===== src/rtl/alu_seq_unit_if.sv =====
// Request/response bundle between a command issuer and the sequential ALU.
// The issuer drives the master side; alu_seq_unit sits on the slave side.
interface alu_seq_unit_if #(
  parameter int unsigned WIDTH   = 32,
  parameter int unsigned SHAMT_W = 5
) ();
  localparam int unsigned OPC_W = 5;

  logic               in_valid;
  logic               in_ready;
  logic [OPC_W-1:0]   in_opcode;
  logic [SHAMT_W-1:0] in_shamt;
  logic [WIDTH-1:0]   in_a;
  logic [WIDTH-1:0]   in_b;

  logic               out_valid;
  logic               out_ready;
  logic [WIDTH-1:0]   out_result;
  logic               out_isNotEqual;
  logic               out_isLessThan;
  logic               out_overflow;
  logic               out_illegal;

  modport master (
    output in_valid, in_opcode, in_shamt, in_a, in_b, out_ready,
    input  in_ready, out_valid, out_result, out_isNotEqual,
           out_isLessThan, out_overflow, out_illegal
  );

  modport slave (
    input  in_valid, in_opcode, in_shamt, in_a, in_b, out_ready,
    output in_ready, out_valid, out_result, out_isNotEqual,
           out_isLessThan, out_overflow, out_illegal
  );
endinterface


===== src/rtl/alu_seq_unit.sv =====
// Handshaked multi-cycle ALU: single-cycle ADD/SUB/AND/OR, bit-serial SLL/SRA.
// IDLE accepts, EXEC computes (one shift per cycle), DONE holds the response.
module alu_seq_unit #(
  parameter int unsigned WIDTH   = 32,
  parameter int unsigned SHAMT_W = 5
) (
  input  logic           clock,
  input  logic           reset_n,
  alu_seq_unit_if.slave  bus
);
  localparam int unsigned OPC_W = 5;
  localparam int unsigned MSB   = WIDTH - 1;

  localparam logic [1:0] ST_IDLE = 2'd0;
  localparam logic [1:0] ST_EXEC = 2'd1;
  localparam logic [1:0] ST_DONE = 2'd2;

  localparam logic [OPC_W-1:0] OP_ADD = 5'b00000;
  localparam logic [OPC_W-1:0] OP_SUB = 5'b00001;
  localparam logic [OPC_W-1:0] OP_AND = 5'b00010;
  localparam logic [OPC_W-1:0] OP_OR  = 5'b00011;
  localparam logic [OPC_W-1:0] OP_SLL = 5'b00100;
  localparam logic [OPC_W-1:0] OP_SRA = 5'b00101;

  logic [1:0]         state_q,      state_d;
  logic [OPC_W-1:0]   opc_q,        opc_d;
  logic [WIDTH-1:0]   a_q,          a_d;
  logic [WIDTH-1:0]   b_q,          b_d;
  logic [SHAMT_W-1:0] cnt_q,        cnt_d;
  logic [WIDTH-1:0]   work_q,       work_d;
  logic               in_ready_q,   in_ready_d;
  logic               out_valid_q,  out_valid_d;
  logic [WIDTH-1:0]   out_result_q, out_result_d;
  logic               ne_q,         ne_d;
  logic               lt_q,         lt_d;
  logic               ovf_q,        ovf_d;
  logic               ill_q,        ill_d;

  logic [WIDTH-1:0]   sum_c;
  logic [WIDTH-1:0]   diff_c;
  logic               add_ovf_c;
  logic               sub_ovf_c;
  logic               lt_c;
  logic               ne_c;
  logic               is_shift_c;
  logic [WIDTH-1:0]   res_c;
  logic               ovf_c;
  logic               ill_c;

  // Shared adder/subtractor; the compare flags always come from A-B.
  always_comb begin
    sum_c      = a_q + b_q;
    diff_c     = a_q + ~b_q + WIDTH'(1);
    add_ovf_c  = (a_q[MSB] == b_q[MSB]) && (sum_c[MSB]  != a_q[MSB]);
    sub_ovf_c  = (a_q[MSB] != b_q[MSB]) && (diff_c[MSB] != a_q[MSB]);
    lt_c       = diff_c[MSB] ^ sub_ovf_c;
    ne_c       = (a_q != b_q);
    is_shift_c = (opc_q == OP_SLL) || (opc_q == OP_SRA);
  end

  // Result select; shifts deliver the working register once the count drains.
  always_comb begin
    res_c = '0;
    ovf_c = 1'b0;
    ill_c = 1'b0;
    case (opc_q)
      OP_ADD: begin
        res_c = sum_c;
        ovf_c = add_ovf_c;
      end
      OP_SUB: begin
        res_c = diff_c;
        ovf_c = sub_ovf_c;
      end
      OP_AND:  res_c = a_q & b_q;
      OP_OR:   res_c = a_q | b_q;
      OP_SLL:  res_c = work_q;
      OP_SRA:  res_c = work_q;
      default: ill_c = 1'b1;
    endcase
  end

  always_comb begin
    state_d      = state_q;
    opc_d        = opc_q;
    a_d          = a_q;
    b_d          = b_q;
    cnt_d        = cnt_q;
    work_d       = work_q;
    out_valid_d  = out_valid_q;
    out_result_d = out_result_q;
    ne_d         = ne_q;
    lt_d         = lt_q;
    ovf_d        = ovf_q;
    ill_d        = ill_q;

    case (state_q)
      ST_IDLE: begin
        if (bus.in_valid && in_ready_q) begin
          opc_d   = bus.in_opcode;
          a_d     = bus.in_a;
          b_d     = bus.in_b;
          cnt_d   = bus.in_shamt;
          work_d  = bus.in_a;
          state_d = ST_EXEC;
        end
      end
      ST_EXEC: begin
        if (is_shift_c && (cnt_q != '0)) begin
          work_d = (opc_q == OP_SLL) ? {work_q[MSB-1:0], 1'b0}
                                     : {work_q[MSB], work_q[MSB:1]};
          cnt_d  = cnt_q - SHAMT_W'(1);
        end else begin
          state_d      = ST_DONE;
          out_valid_d  = 1'b1;
          out_result_d = res_c;
          ne_d         = ne_c;
          lt_d         = lt_c;
          ovf_d        = ovf_c;
          ill_d        = ill_c;
        end
      end
      ST_DONE: begin
        if (bus.out_ready) begin
          state_d     = ST_IDLE;
          out_valid_d = 1'b0;
        end
      end
      default: state_d = ST_IDLE;
    endcase

    // No acceptance in the cycle a response is consumed: ready only follows IDLE.
    in_ready_d = (state_d == ST_IDLE);
  end

  always_ff @(posedge clock or negedge reset_n) begin
    if (!reset_n) begin
      state_q      <= ST_IDLE;
      opc_q        <= '0;
      a_q          <= '0;
      b_q          <= '0;
      cnt_q        <= '0;
      work_q       <= '0;
      in_ready_q   <= 1'b0;
      out_valid_q  <= 1'b0;
      out_result_q <= '0;
      ne_q         <= 1'b0;
      lt_q         <= 1'b0;
      ovf_q        <= 1'b0;
      ill_q        <= 1'b0;
    end else begin
      state_q      <= state_d;
      opc_q        <= opc_d;
      a_q          <= a_d;
      b_q          <= b_d;
      cnt_q        <= cnt_d;
      work_q       <= work_d;
      in_ready_q   <= in_ready_d;
      out_valid_q  <= out_valid_d;
      out_result_q <= out_result_d;
      ne_q         <= ne_d;
      lt_q         <= lt_d;
      ovf_q        <= ovf_d;
      ill_q        <= ill_d;
    end
  end

  assign bus.in_ready       = in_ready_q;
  assign bus.out_valid      = out_valid_q;
  assign bus.out_result     = out_result_q;
  assign bus.out_isNotEqual = ne_q;
  assign bus.out_isLessThan = lt_q;
  assign bus.out_overflow   = ovf_q;
  assign bus.out_illegal    = ill_q;
endmodule


===== src/flat_wrapper.sv =====
// flat-port wrapper written by rule: the top's interface ports become plain ports
module alu_seq_unit_flat 
#(
  parameter int unsigned WIDTH   = 32,
  parameter int unsigned SHAMT_W = 5
)
  (clock, reset_n, bus_in_valid, bus_in_opcode, bus_in_shamt, bus_in_a, bus_in_b, bus_out_ready, bus_in_ready, bus_out_valid, bus_out_result, bus_out_isNotEqual, bus_out_isLessThan, bus_out_overflow, bus_out_illegal);
  alu_seq_unit_if #(.WIDTH(WIDTH), .SHAMT_W(SHAMT_W)) bus_i ();
  input  logic clock;
  input  logic reset_n;
  input wire logic [$bits(bus_i.in_valid)-1:0] bus_in_valid;
  input wire logic [$bits(bus_i.in_opcode)-1:0] bus_in_opcode;
  input wire logic [$bits(bus_i.in_shamt)-1:0] bus_in_shamt;
  input wire logic [$bits(bus_i.in_a)-1:0] bus_in_a;
  input wire logic [$bits(bus_i.in_b)-1:0] bus_in_b;
  input wire logic [$bits(bus_i.out_ready)-1:0] bus_out_ready;
  output wire logic [$bits(bus_i.in_ready)-1:0] bus_in_ready;
  output wire logic [$bits(bus_i.out_valid)-1:0] bus_out_valid;
  output wire logic [$bits(bus_i.out_result)-1:0] bus_out_result;
  output wire logic [$bits(bus_i.out_isNotEqual)-1:0] bus_out_isNotEqual;
  output wire logic [$bits(bus_i.out_isLessThan)-1:0] bus_out_isLessThan;
  output wire logic [$bits(bus_i.out_overflow)-1:0] bus_out_overflow;
  output wire logic [$bits(bus_i.out_illegal)-1:0] bus_out_illegal;
  assign bus_i.in_valid = bus_in_valid;
  assign bus_i.in_opcode = bus_in_opcode;
  assign bus_i.in_shamt = bus_in_shamt;
  assign bus_i.in_a = bus_in_a;
  assign bus_i.in_b = bus_in_b;
  assign bus_i.out_ready = bus_out_ready;
  assign bus_in_ready = bus_i.in_ready;
  assign bus_out_valid = bus_i.out_valid;
  assign bus_out_result = bus_i.out_result;
  assign bus_out_isNotEqual = bus_i.out_isNotEqual;
  assign bus_out_isLessThan = bus_i.out_isLessThan;
  assign bus_out_overflow = bus_i.out_overflow;
  assign bus_out_illegal = bus_i.out_illegal;
  alu_seq_unit #(.WIDTH(WIDTH), .SHAMT_W(SHAMT_W)) u_core (.clock(clock), .reset_n(reset_n), .bus(bus_i));
endmodule

===== config.mk =====
export PLATFORM = sky130hd
export DESIGN_NAME = alu_seq_unit_flat
export DESIGN_NICKNAME = d
export VERILOG_FILES = /design/src/rtl/alu_seq_unit_if.sv /design/src/rtl/alu_seq_unit.sv /design/src/flat_wrapper.sv
export SDC_FILE = /design/constraint.sdc
export NUM_CORES = 1
export LEC_CHECK = 0
export ABC_AREA = 1
export BUFFER_PORTS_ARGS = -buffer_cell sky130_fd_sc_hd__buf_2
export CAP_MARGIN = 15
export CELL_PAD_IN_SITES_DETAIL_PLACEMENT = 0
export CELL_PAD_IN_SITES_GLOBAL_PLACEMENT = 2
export CORE_ASPECT_RATIO = 1.1
export CORE_MARGIN = 4
export CORE_UTILIZATION = 34
export DETAILED_ROUTE_END_ITERATION = 7
export GPL_TIMING_DRIVEN = 0
export PLACE_DENSITY_LB_ADDON = 0.05
export SYNTH_ARGS = -nofsm -noshare
export SYNTH_HDL_FRONTEND = slang
export SYNTH_SLANG_ARGS = --single-unit

===== constraint.sdc =====
create_clock -name clock -period 4 [get_ports clock]
set_input_delay 0.4 -clock clock [delete_from_list [all_inputs] [get_ports clock]]
set_output_delay 0.4 -clock clock [all_outputs]
set_load 0.02 [all_outputs]

---- Word level (Yosys, flattened, before mapping) ----
Index checks and enable logic that the tools add are counted.
storage, ports and cells
  RAM bits ................................ 0
  register bits ........................... 146
  latch bits .............................. 0
  bits in read-only memories .............. 0
  output and inout port bits .............. 38
  memories kept ........................... 0
cells by class
  order comparisons ....................... 0
  multiply operators ...................... 0
  shifts and indexed selects .............. 0
  add/sub/neg operators ................... 4
  muxes and demuxes ....................... 17
  equal/unequal tests ..................... 17
  divide/modulo/power cells ............... 0
  bitwise operators ....................... 5
  reductions and logical operators ........ 18
operators with widths
  operator               count
  $pmux 32 s5            1
  $mux 32                3
  $add 32x32->32         2
  $pmux 32 s2            1
  $add 32x1->32 const B  1
  $and 32x32->32         1
  $ne 32x32->1           1
  $not 32->32            1
  $or 32x32->32          1
  $eq 5x2->1 const B     2
  $eq 5x3->1 const B     2
  $mux 5                 2
  $pmux 5 s2             1
  $mux 2                 3
  $ne 2x1->1 const B     3
  $pmux 2 s3             1
  $reduce_and 3->1       2
  $reduce_or 6->1        1
  $eq 5x1->1 const B     1
  $logic_not 5->1        1
  $reduce_bool 5->1      1
  $sub 5x1->5 const B    1
  $logic_and 1x1->1      4
  $logic_not 2->1        2
  14 further kinds       22

---- Depth between registers and ports, before layout ----
  depth in word-level cells ............... 6
  mapped depth ............................ 20
  depth with buffers taken out ............ 19

---- Worst setup path before layout ----
No wires, ideal clock.
  path kind ............................... register -> register
  start point ............................. reg u_core.b_q[20]
  end point ............................... reg u_core.out_result_q[31] (netlist: u_core.bus.out_result[31])
  slack ................................... 1.206 ns
  arrival time ............................ 2.677 ns
  cell stages (with the launch flop) ...... 20
  data required time ...................... 3.883 ns
  path buffers ............................ 1
  library setup time ...................... 0.117 ns
  period minus slack after synthesis ...... 2.794 ns
  cell sequence ........................... dfrtp_1 inv_1 ha_1 buf_6 nor2_2 inv_2 nor2_2 inv_2 nor2_1 and2_1 nand2_1 nand2_1 nand2_1 a21oi_1 or2_1 fa_1 a221oi_1 nand3_1 nand2_1 nand2_1
between the ends
  longest elaborated chain between the ends .. 4
RTL lines
  item                    RTL line             RTL
  start, declared         alu_seq_unit.sv:28   logic [WIDTH-1:0] b_q, b_d;
  start signal, assigned  alu_seq_unit.sv:141  b_q <= '0;
  start signal, assigned  alu_seq_unit.sv:155  b_q <= b_d;
  $not 32->32             alu_seq_unit.sv:53   diff_c = a_q + ~b_q + WIDTH'(1);
  $add 32x32->32          alu_seq_unit.sv:53
  $add 32x1->32           alu_seq_unit.sv:53
  $pmux 32 s5 *           alu_seq_unit.sv:66   case (opc_q)
  end signal, assigned    alu_seq_unit.sv:160  out_result_q <= out_result_d;
  end, declared           alu_seq_unit.sv:33   logic [WIDTH-1:0] out_result_q, out_result_d;
Every way passes the cells marked *; elsewhere a longest branch is shown, timed or not.
A chain may end at the register's enable or synchronous reset.

---- Worst setup path in the final report ----
  start point ............................. reg u_core.a_q[28]
  end point ............................... reg u_core.out_result_q[31] (netlist: u_core.bus.out_result[31])
between the ends
  longest elaborated chain between the ends .. 3
RTL lines
  item                    RTL line             RTL
  start, declared         alu_seq_unit.sv:27   logic [WIDTH-1:0] a_q, a_d;
  start signal, assigned  alu_seq_unit.sv:140  a_q <= '0;
  start signal, assigned  alu_seq_unit.sv:154  a_q <= a_d;
  $add 32x32->32          alu_seq_unit.sv:53
  $add 32x1->32           alu_seq_unit.sv:53
  $pmux 32 s5 *           alu_seq_unit.sv:66
Marked as above.

==> reports/metrics.yaml <==
grt:
  antenna_found_initial: 0
  grt_use_total: 0.276
  grt_pass1_vias: 12700
  grt_first_pass_wirelength_mm: 81.1
  grt_max_degree: 76
  grt_overflow: 0
floorplanning:
  die_area_um2: 39600
  ioPinCount: 116
  chipHeight_um: 208
  die_w_um: 190
  rows: 73
  coreArea_um2: 36100
  start_util: 0.344
drt:
  drt-initial-drc-count: 1181
  vias_per_cell: 5.11
  wl_per_cell_um: 21.8
  drt_first_pass_iters: 5
  drt-total-wl_mm: 55.3
  vias: 13000
  drc: 0
  detail-route-antenna-nets: 0
logic_synthesis:
  yosysUniqueCellTypes: 46
  syn_area_um2: 12400
  yosysWarnings: 0
  ys.flop_type: "dfrtp_1"
  async_flop_share: 1.00
  ys_seq_area_frac: 0.294
  synth_seq_cells: 146
  avgSynthCellArea_um2: 6.51
  syn_nets: 2092
  synth_edf_count: 0
  synthCells: 1907
timing:
  max_slew.worst_pin.slew_ns: 0.960
  hold_violations: 0
  finClkSkew_ns: 0.0151
  timing.fmax_mhz: 264
  holdWs_ns: 0.146
  layout_min_cycle_time_ns: 3.78
  maxSlewViolCount: 0
  max-slew-margin-rel: 0.360
  setup-violations-final: 0
  period_share: 0.945
  setup_tns_ns: 0
  rsz0062_at_grt: "false"
power_and_ir_drop:
  power.density_nw_per_um2: 1050
  p_sw_frac: 0.591
  p_clk_frac: 0.114
  p_int_w: 0.00614
  power_frac_comb: 0.705
  ir_drop_mv: 0.374
  p_switching_w: 0.00890
  leakage_nw: 7.64
  p_seq_frac: 0.182
place:
  portBuffers: 115
  hpwl_mm: 44.8
  dpl_cell_area_um2: 13700
  gp_congestion: 0.911
cts:
  ctsResizeCount: 0
  clkTransAtPathRegs_ns: 0.07
  postCtsSetupBuffers: 0
  cts_buffers: 17
  cts_max_path_buffers: 2
  cts_htree_levels: 4
  cts_root_buf: "clkbuf_16"
  clk_latency_ns: 0.46
  cts_tree: "built"
  cts.sink_count: 146
setup_path:
  crit_required_ns: 4.36
  crit_path_end_kind: "register"
  crit_path_max_fanout: 8
  arrival_ns: 4.14
  rr_worst_depth: 16
  critPathKind: "register to register"
  cp_common_cell: "nand2_1"
  slowest_stage: "fa_1"
  crit_path_max_incr_delay_ns: 0.47
  critical_path.startpoint_type: "register"
  crit_chain: "inv_1 > ha_1 > clkbuf_2 > o21ai_0 > a21oi_1 > nand2_1 > a21oi_1 > nand2_1 > nand2_1 > a21oi_1 > or2_1 > fa_1 > a221oi_1 > nand3_1 > nand2_1 > nand2_1"
finish:
  post-route-cell-area_um2: 14300
  n_antenna_cell: 0
  layout.cells.most_common_list: "594 x nand2_1, 307 x inv_1, 148 x buf_2, 146 x nor2_1, 146 x dfrtp_1"
  nNetsFinal: 2229
  drive_above_1_share: 0.121
  fillCellCount: 4022
  final_common_cell: "nand2_1"
  area_growth_pct: 14.8
run:
  maxCapViolCount: 0
hold_path:
  hp-class: "primary input to register"
  hold_path_depth: 3
status:
  status: "finished clean"
-- state kept, by name, summed over array words and instances, names as in the netlist --
register,cells
u_core.opc_q,5
u_core.b_q,32
u_core.bus.out_isLessThan,1
u_core.bus.out_result,32
u_core.bus.out_illegal,1
u_core.work_q,32
u_core.bus.out_valid,1
u_core.bus.in_ready,1
u_core.state_q,2
u_core.cnt_q,5
u_core.bus.out_overflow,1
u_core.bus.out_isNotEqual,1
u_core.a_q,32
-- metrics by stage --
| step | instances | setup WS [ns] | power, W | utilization |
|---|---|---|---|---|
| 4_1_cts | 2544 | 0.349 | 0.0149 | 0.395 |
| 2_1_floorplan | 1907 | 1.21 | 0.00944 | - |
| 6_report | 2544 | 0.219 | 0.0150 | 0.395 |
| 3_5_place_dp | 2511 | 0.368 | 0.0132 | 0.378 |
| 5_1_grt | 2544 | 0.151 | 0.0163 | 0.395 |
| 3_3_place_gp | 2509 | 0.0853 | 0.0131 | 0.377 |
-- repair_timing --
action | 4_1_cts | 5_1_grt
setup endpoints to repair | 0 | 0
endpoints found under the hold margin | 74 | 0
hold buffers | 1 | 0
-- final cells by class --
type / count / area [um2] / area share
plain buffers: 82 / 447 / 0.0313
clock buffers: 19 / 443 / 0.0311
clock inverters: 13 / 151 / 0.0106
inverters: 322 / 1210 / 0.0848
multi-input cells: 1357 / 7110 / 0.498
flip-flops and latches: 146 / 3650 / 0.256
well taps: 487 / 609 / 0.0427
repair buffers: 118 / 638 / 0.0448
-- power by group through the flow --
stage	Combinational, W	Clock (W)	Sequential [W]
floorplan	0.00671	0	0.00274
global placement	0.0104	0	0.00272
detailed placement	0.0104	0	0.00274
CTS	0.0105	0.00174	0.00272
global route	0.0117	0.00181	0.00282
finish	0.0106	0.00171	0.00273
-- critical path, delay by kind of cell, from the launching register on --
family,cells,cell delay [ns]
AO/OA/AOI/OAI,5,1.35
adder cells (fa/ha/maj),2,0.74
buffers and inverters,2,0.35
flip-flops,1,0.37
AND/OR/NAND/NOR,7,0.84
-- per-layer routing --
layer	GRT usage	vias to the layer above	wire length, um
met5	0	-	0
met3	0.0404	47	3020
li1	-	6334	-
met4	0.0602	0	886
met1	0.397	6235	26200
met2	0.443	373	25200
-- worst paths after layout --
| path | startpoint | end | slack, ns |
|---|---|---|---|
| max | u_core.a_q[28] | u_core.bus.out_result[31] | 0.22 |
| min | bus_in_opcode[4] | u_core.opc_q[4] | 0.15 |
| max reg2reg | u_core.a_q[28] | u_core.bus.out_result[31] | 0.22 |
| min reg2reg | u_core.bus.out_result[22] | u_core.bus.out_result[22] | 0.47 |
| max in group asynchronous | reset_n | u_core.bus.out_result[27] | 2.66 |
| min in group asynchronous | reset_n | u_core.a_q[11] | 0.48 |
-- cells in the mapped netlist (4+ instances only) --
master / number / share of area
nand2_2: 5 / 0.0025
nor3_1: 17 / 0.0069
nand3_2: 5 / 0.0040
a31oi_1: 32 / 0.016
buf_6: 4 / 0.0036
o21bai_1: 6 / 0.0036
nand3_1: 131 / 0.053
nand4_1: 20 / 0.010
o22ai_1: 18 / 0.0091
a32oi_1: 31 / 0.022
clkbuf_1: 21 / 0.0063
o21ai_1: 9 / 0.0036
dfrtp_1: 146 / 0.29
nor2_2: 11 / 0.0055
a21oi_1: 74 / 0.030
a221oi_1: 10 / 0.0071
ha_1: 104 / 0.10
buf_4: 17 / 0.010
inv_2: 14 / 0.0042
inv_1: 307 / 0.093
nor2_1: 146 / 0.044
buf_1: 4 / 0.0012
xor2_1: 4 / 0.0028
nand2_1: 594 / 0.18
buf_2: 34 / 0.014
o21ai_0: 104 / 0.042
-- kinds of logic (layout without fill, tap and decap cells) --
logic type,after synthesis,after routing,synth area share
simple gates,945,945,0.316
buf+inv,404,554,0.133
compound gates,301,301,0.144
flops,146,146,0.294
fa+ha+maj,107,107,0.110
xor+xnor,4,4,0.00282
No activity file was read; power rests on OpenSTA's default activity.
